### src/rtl/imem_boot_loader_pkg.sv
// Shared types and sizes for the instruction-memory boot loader.
// The state enum is shared so other boot logic can decode loader state.
package imem_boot_loader_pkg;

   localparam int IMEM_DEPTH  = 128;
   localparam int IMEM_ADDR_W = 7;

   typedef enum logic [2:0] {
      S_LEN_HI,
      S_LEN_LO,
      S_DATA,
      S_DONE,
      S_ERR
   } state_t;

endpackage

### src/rtl/imem_boot_loader.sv
// Boot loader: turns a length-prefixed byte stream into instruction memory
// word writes, holding the CPU in reset until the whole image is in place.
module imem_boot_loader
   import imem_boot_loader_pkg::*;
#(
   parameter int DEPTH  = IMEM_DEPTH,
   parameter int ADDR_W = IMEM_ADDR_W
) (
   input  logic              clk,
   input  logic              rst_n,
   input  logic [7:0]        in_data,
   input  logic              in_valid,
   output logic              in_ready,
   input  logic              reload,
   output logic              mem_we,
   output logic [ADDR_W-1:0] mem_addr,
   output logic [31:0]       mem_wdata,
   output logic              cpu_run,
   output logic              load_err
);

   state_t            r_state;
   logic [15:0]       r_count;
   logic [ADDR_W:0]   r_widx;
   logic [1:0]        r_lane;
   logic [23:0]       r_word;

   logic              w_acc;
   logic [15:0]       w_len;
   logic [ADDR_W:0]   w_widx_nxt;

   assign in_ready = ((r_state == S_LEN_HI) ||
                      (r_state == S_LEN_LO) ||
                      (r_state == S_DATA)) && !reload;

   assign w_acc      = in_valid && in_ready;
   assign w_len      = {r_count[15:8], in_data};
   assign w_widx_nxt = r_widx + 1'b1;

   always_ff @(posedge clk or negedge rst_n) begin
      if (!rst_n) begin
         r_state   <= S_LEN_HI;
         r_count   <= '0;
         r_widx    <= '0;
         r_lane    <= '0;
         r_word    <= '0;
         mem_we    <= 1'b0;
         mem_addr  <= '0;
         mem_wdata <= '0;
         cpu_run   <= 1'b0;
         load_err  <= 1'b0;
      end else begin
         mem_we <= 1'b0;
         if (reload) begin
            // mem_addr/mem_wdata keep the last write; memory is untouched
            r_state  <= S_LEN_HI;
            r_count  <= '0;
            r_widx   <= '0;
            r_lane   <= '0;
            r_word   <= '0;
            cpu_run  <= 1'b0;
            load_err <= 1'b0;
         end else begin
            unique case (r_state)
               S_LEN_HI: begin
                  if (w_acc) begin
                     r_count[15:8] <= in_data;
                     r_state       <= S_LEN_LO;
                  end
               end
               S_LEN_LO: begin
                  if (w_acc) begin
                     r_count[7:0] <= in_data;
                     r_widx       <= '0;
                     r_lane       <= '0;
                     if (w_len == 16'd0) begin
                        r_state <= S_DONE;
                        cpu_run <= 1'b1;
                     end else if (w_len > 16'(DEPTH)) begin
                        r_state  <= S_ERR;
                        load_err <= 1'b1;
                     end else begin
                        r_state <= S_DATA;
                     end
                  end
               end
               S_DATA: begin
                  if (w_acc) begin
                     if (r_lane == 2'd3) begin
                        mem_we    <= 1'b1;
                        mem_addr  <= r_widx[ADDR_W-1:0];
                        mem_wdata <= {in_data, r_word};
                        r_widx    <= w_widx_nxt;
                        r_lane    <= '0;
                        if (16'(w_widx_nxt) == r_count) begin
                           r_state <= S_DONE;
                        end
                     end else begin
                        // little-endian: earlier bytes shift toward bit 0
                        r_word <= {in_data, r_word[23:8]};
                        r_lane <= r_lane + 2'd1;
                     end
                  end
               end
               S_DONE: begin
                  cpu_run <= 1'b1;
               end
               S_ERR: begin
                  load_err <= 1'b1;
               end
               default: begin
                  r_state <= S_LEN_HI;
               end
            endcase
         end
      end
   end

endmodule
### config.mk
export PLATFORM = sky130hd
export DESIGN_NAME = imem_boot_loader
export DESIGN_NICKNAME = d
export VERILOG_FILES = /design/src/rtl/imem_boot_loader_pkg.sv /design/src/rtl/imem_boot_loader.sv
export SDC_FILE = /design/constraint.sdc
export NUM_CORES = 1
export LEC_CHECK = 0
export CAP_MARGIN = 5
export CELL_PAD_IN_SITES_DETAIL_PLACEMENT = 1
export CELL_PAD_IN_SITES_GLOBAL_PLACEMENT = 1
export CORE_ASPECT_RATIO = 1.25
export CORE_MARGIN = 2
export CORE_UTILIZATION = 45
export DETAILED_ROUTE_END_ITERATION = 6
export GPL_TIMING_DRIVEN = 1
export PLACE_DENSITY = 0.9
export SYNTH_ARGS = -nofsm -noshare
export SYNTH_HDL_FRONTEND = slang
export SYNTH_SLANG_ARGS = --single-unit
### constraint.sdc
create_clock -name clk -period 2.7 [get_ports clk]
set_clock_uncertainty 0.2 [all_clocks]
set_input_delay 0.81 -clock clk [delete_from_list [all_inputs] [get_ports clk]]
set_output_delay 0.81 -clock clk [all_outputs]
set_load 0.01 [all_outputs]
# Yosys cells after proc, flatten, opt, wreduce, memory -nomap -nowiden
# Cells that the tools add are included.
[op_classes]
bitwise = 1
mux = 40
n_eq_ne = 16
reduce_logical = 24
order_cmp = 1
n_addsub = 2
[ops]
columns = ["op", "count"]
rows = [
  ["24-bit 2-to-1 mux", 4],
  ["8-bit 2-to-1 mux", 7],
  ["3-bit 2-to-1 mux", 8],
  ["8-bit by 16-bit == test with 1-bit output", 1],
  ["16-bit by 8-bit > comparator with 1-bit output, second input constant", 1],
  ["16-bit logical NOT", 1],
  ["16-bit 2-to-1 mux", 1],
  ["8-bit one-hot mux with 2 select lines", 1],
  ["3-bit by 2-bit != test with 1-bit output, second input constant", 4],
  ["3-bit != test, second input constant", 4],
  ["3-bit one-hot mux with 4 select lines", 1],
  ["4-bit AND reduction", 3],
  ["1-bit 2-to-1 mux", 11],
  ["3-bit AND reduction", 3],
  ["3-bit nonzero test", 3],
  ["8-bit by 1-bit adder with 8-bit output, second input constant", 1],
  ["2-bit 2-to-1 mux", 4],
  ["2-bit nonzero test", 4],
  ["3-bit by 2-bit == test with 1-bit output, second input constant", 2],
  ["6-bit AND reduction", 1],
  ["1-bit one-hot mux with 2 select lines", 2],
  ["2-bit one-hot mux with 2 select lines", 1],
  ["2-bit AND reduction", 2],
  ["3-bit by 1-bit == test with 1-bit output, second input constant", 1],
  ["other kinds (11)", 13],
]
[word_totals]
elab_cells = 95
out_inout_bits = 43
ff_bits = 95

# Longest topological paths before layout
[logic_depth]
depth_word = 8
depth_mapped = 8
mapped_depth_nobuf = 6

# Worst setup path before layout
# Ideal clock, no wire load.
[synth_timing]
path_kind = "input to output"
startpoint = "input reload"
endpoint = "output in_ready"
path_slack_ns = 0.231
t_required_ns = 1.690
t_arrival_ns = 1.459
path_stages = 3
cell_sequence = "buf_2 -> buf_2 -> a211oi_1"
[synth_between]
elab_chain_cells = 2
[synth_rtl]
columns = ["item", "line_no", "rtl"]
rows = [
  ["start: declaration", "imem_boot_loader.sv:14", "input logic reload,"],
  ["1-bit logical NOT", "imem_boot_loader.sv:34", "(r_state == S_DATA)) && !reload;"],
  ["1-bit logical AND", "imem_boot_loader.sv:34", ""],
  ["end: declaration", "imem_boot_loader.sv:13", "output logic in_ready,"],
]
# No other way between the ends.

# Worst setup path in the final report
# Same ends and word-level chain as after synthesis.

==> impl_metrics.py <==
metrics = {
    "status": {
        "status": "complete, no violations",
    },
    "place": {
        "io_buffers": 54,
        "dp_hpwl_mm": 8.12,
        "gp_congestion": 0.873,
        "dpl_cell_area_um2": 4970,
        "dp_worst_setup_slack_ns": -0.516,
    },
    "layout": {
        "area_growth_pct": 27.0,
        "fill_cells": 1030,
        "final_area_um2": 5290,
        "n_antenna_cell": 0,
        "finalNetCount": 524,
        "drive_gt1_share_pct": 12.1,
        "register_area_um2": 2380,
        "multi_input_area_um2": 1600,
    },
    "cts": {
        "postCtsHoldBufs": 0,
        "clk_pin_slew_ns": 0.06,
        "cts_buffers": 9,
        "cts_buffer_depth": 2,
        "cts_resized": 5,
        "clock-sinks": 95,
        "cts_setup_buffers": 0,
        "insertion_delay_ns": 0.34,
        "root_buffer": "clkbuf_16",
        "htree_levels": 3,
        "cts_tree": "yes",
    },
    "routing": {
        "dr_total_vias": 3452,
        "totalWireLength_mm": 12.1,
        "final_antenna_net_count": 0,
        "initialDrtViolationCount": 178,
        "wl_per_cell_um": 19.0,
        "drt-pass1-iter-count": 4,
        "via_per_inst": 5.42,
        "drc": 0,
    },
    "grt": {
        "grt_overflow": 0,
        "use_met3_pct": 4.67,
        "grt_pass1_vias": 3877,
        "grt.busiest_layer": "met2",
        "met1_usage_pct": 29.3,
        "met2_usage_pct": 46.9,
        "grt_pass1_wl_mm": 20.3,
        "grt_start_max_net_pins": 47,
        "grt_usage_pct": 25.6,
        "antenna_found_initial": 0,
    },
    "synthesis": {
        "synth-seq-cells": 95,
        "synth_edf_count": 0,
        "syn_inst": 436,
        "yosysUniqueCellTypes": 43,
        "synth_area_um2": 4160,
        "yosysSeqAreaShare_pct": 57.1,
        "ys.warnings.count": 0,
        "synth_top_area_share_pct": 57.1,
        "async_flop_share_pct": 100,
        "synthTopCellsByCount": "176 x nand2_1, 95 x dfrtp_1, 21 x o21ai_0, 16 x a21oi_1, 13 x nor2_1",
        "synth.avg_cell_area_um2": 9.54,
        "synth_most_common_cell": "nand2_1",
        "synth_flop_cell": "dfrtp_1",
        "yosys-top-cells-area": "dfrtp_1 57%, nand2_1 16%, o21ai_0 2.5%",
        "yosys.area.top_type": "dfrtp_1",
        "syn_nets": 450,
    },
    "critical_path": {
        "crit_required_ns": 1.69,
        "slowest_delay_ns": 0.28,
        "reg2reg_depth": 6,
        "critPathLaunch": "reload",
        "worstSetupPathType": "input pin to output port",
        "critPathMaxFanout": 2,
        "arrival_ns": 1.65,
        "rr_startpoint": "r_widx[0]",
        "cpMaxStageDelayCell": "dlygate4sd2_1",
        "ff2ff_setup_slack_ns": 0.61,
        "rr_endpoint": "r_state[0]",
        "endpoint_kind": "output port",
        "crit_path_cell_trace": "dlygate4sd2_1 -> a211oi_2 -> clkdlybuf4s15_2",
        "worstSetupStartpointType": "input pin",
    },
    "min_path": {
        "hp-class": "input pin to asynchronous set/reset pin",
    },
    "floorplanning": {
        "fp.dieW_um": 90.0,
        "die-area_um2": 10000,
        "start_util_pct": 45.9,
        "floorplan.rows": 39,
        "core_um2": 9080,
        "die_h_um": 112,
        "io_pins": 55,
    },
    "pwr": {
        "clock_power_share_pct": 43.4,
        "ir_worst_vdd_uv": 376,
        "power_frac_seq_pct": 47.6,
        "power.internal_w": 0.00238,
        "p_leak_nw": 2.61,
        "power_frac_comb_pct": 8.9,
        "p_sw_share_pct": 22.8,
        "total_power_w": 0.00309,
        "p_sw_w": 0.000706,
        "power_density_nw_per_um2": 585,
    },
    "timing": {
        "slew-limit-headroom_pct": 65.4,
        "maxSlewViolCount": 0,
        "min_period_ns": 2.66,
        "timing.fmax_mhz": 377,
        "finalCritPeriodShare_pct": 98.4,
        "rsz0062_at_grt": "false",
        "setup_ws_ns": 0.0444,
        "final_hold_viol_count": 0,
        "worst-slew-pin-transition_ns": 0.519,
        "setup_viol_count_final": 0,
    },
    "flow_run": {
        "max_cap_viol_count": 0,
    },
}
## state kept, by name, indices dropped and copies added (netlist names)
register / flops
r_word: 24
cpu_run: 1
mem_we: 1
mem_wdata: 32
mem_addr: 7
r_state: 3
r_count: 16
load_err: 1
r_widx: 8
r_lane: 2
## stage by stage
step	setup TNS [ns]	hold slack (ns)	util, %	cells
after floorplan	0	0.239	-	436
after global placement	-3.69	0.256	54.7	622
after detailed placement	-8.49	0.265	54.7	622
after CTS	0	0.259	58.2	637
after global routing	0	0.284	58.2	637
final	0	0.253	58.2	637
## cells by family (layout without fill, tap and decap cells)
family / Yosys count / in the layout / synth area share [%]
adders and majority gates: 2 / 2 / 0.601
and+or+nand+nor: 222 / 222 / 22.5
DFF: 95 / 95 / 57.1
AOI/OAI and AO/OA: 65 / 65 / 10.1
buffers and inverters: 29 / 107 / 4.54
muxes: 9 / 9 / 2.16
xor gates and xnor gates: 14 / 14 / 2.95
## worst max-delay path: cells and delay by family
kind | cells | cell delay, ns
buf+inv | 2 | 0.55
compound gates | 1 | 0.28
## worst max path at each step
| stage | to | cells after the start | slack, ns |
|---|---|---|---|
| after floorplan | in_ready | 3 | 0.23 |
| after global placement | in_ready | 3 | -0.53 |
| after detailed placement | in_ready | 3 | -0.52 |
| after CTS | in_ready | 3 | 0.06 |
| after global routing | in_ready | 3 | 0.03 |
| final | in_ready | 3 | 0.04 |
## layout by cell type (no fill, tap or decap), drive strengths merged, types with 2 or more instances in the layout
master / synthesis / routed
nor3: 6 / 6
nor2: 14 / 14
mux2i: 9 / 9
and2: 2 / 2
dfrtp: 95 / 95
and3: 6 / 6
clkinv: 0 / 2
buf: 20 / 34
nand4: 3 / 3
nand3: 6 / 6
a31o: 2 / 2
ha: 2 / 2
xnor2: 6 / 6
a31oi: 2 / 2
a21oi: 18 / 18
a21o: 2 / 2
clkbuf: 4 / 11
o31ai: 3 / 3
clkdlybuf4s50: 0 / 51
inv: 5 / 5
xor2: 8 / 8
and2b: 2 / 2
a22o: 9 / 9
nor4: 4 / 4
bufinv: 0 / 2
nand2: 177 / 177
o21ai: 24 / 24
## power by group through the flow
stage	Combinational [W]	Clock, W	Sequential (W)
floorplan	0.000136	0	0.00149
global placement	0.000250	0	0.00149
detailed placement	0.000268	0	0.00150
CTS	0.000275	0.00136	0.00147
global route	0.000298	0.00142	0.00147
finish	0.000276	0.00134	0.00147
## area by class of cell
| class | count | share of cell area [%] |
|---|---|---|
| sequential | 95 | 45.0 |
| tap | 123 | 2.91 |
| clock buffer | 11 | 4.59 |
| inverter | 5 | 0.355 |
| clock inverter | 4 | 1.33 |
| timing repair buffer | 87 | 15.6 |
| multi-input combinational | 312 | 30.3 |
## layer usage
layer / part of all wire [%] / routed length (um)
met1: 39 / 4790
met2: 54 / 6570
met5: 0 / 0
met4: 3.0 / 369
met3: 3.3 / 402
Note: power is estimated with default switching activity, not from simulation.
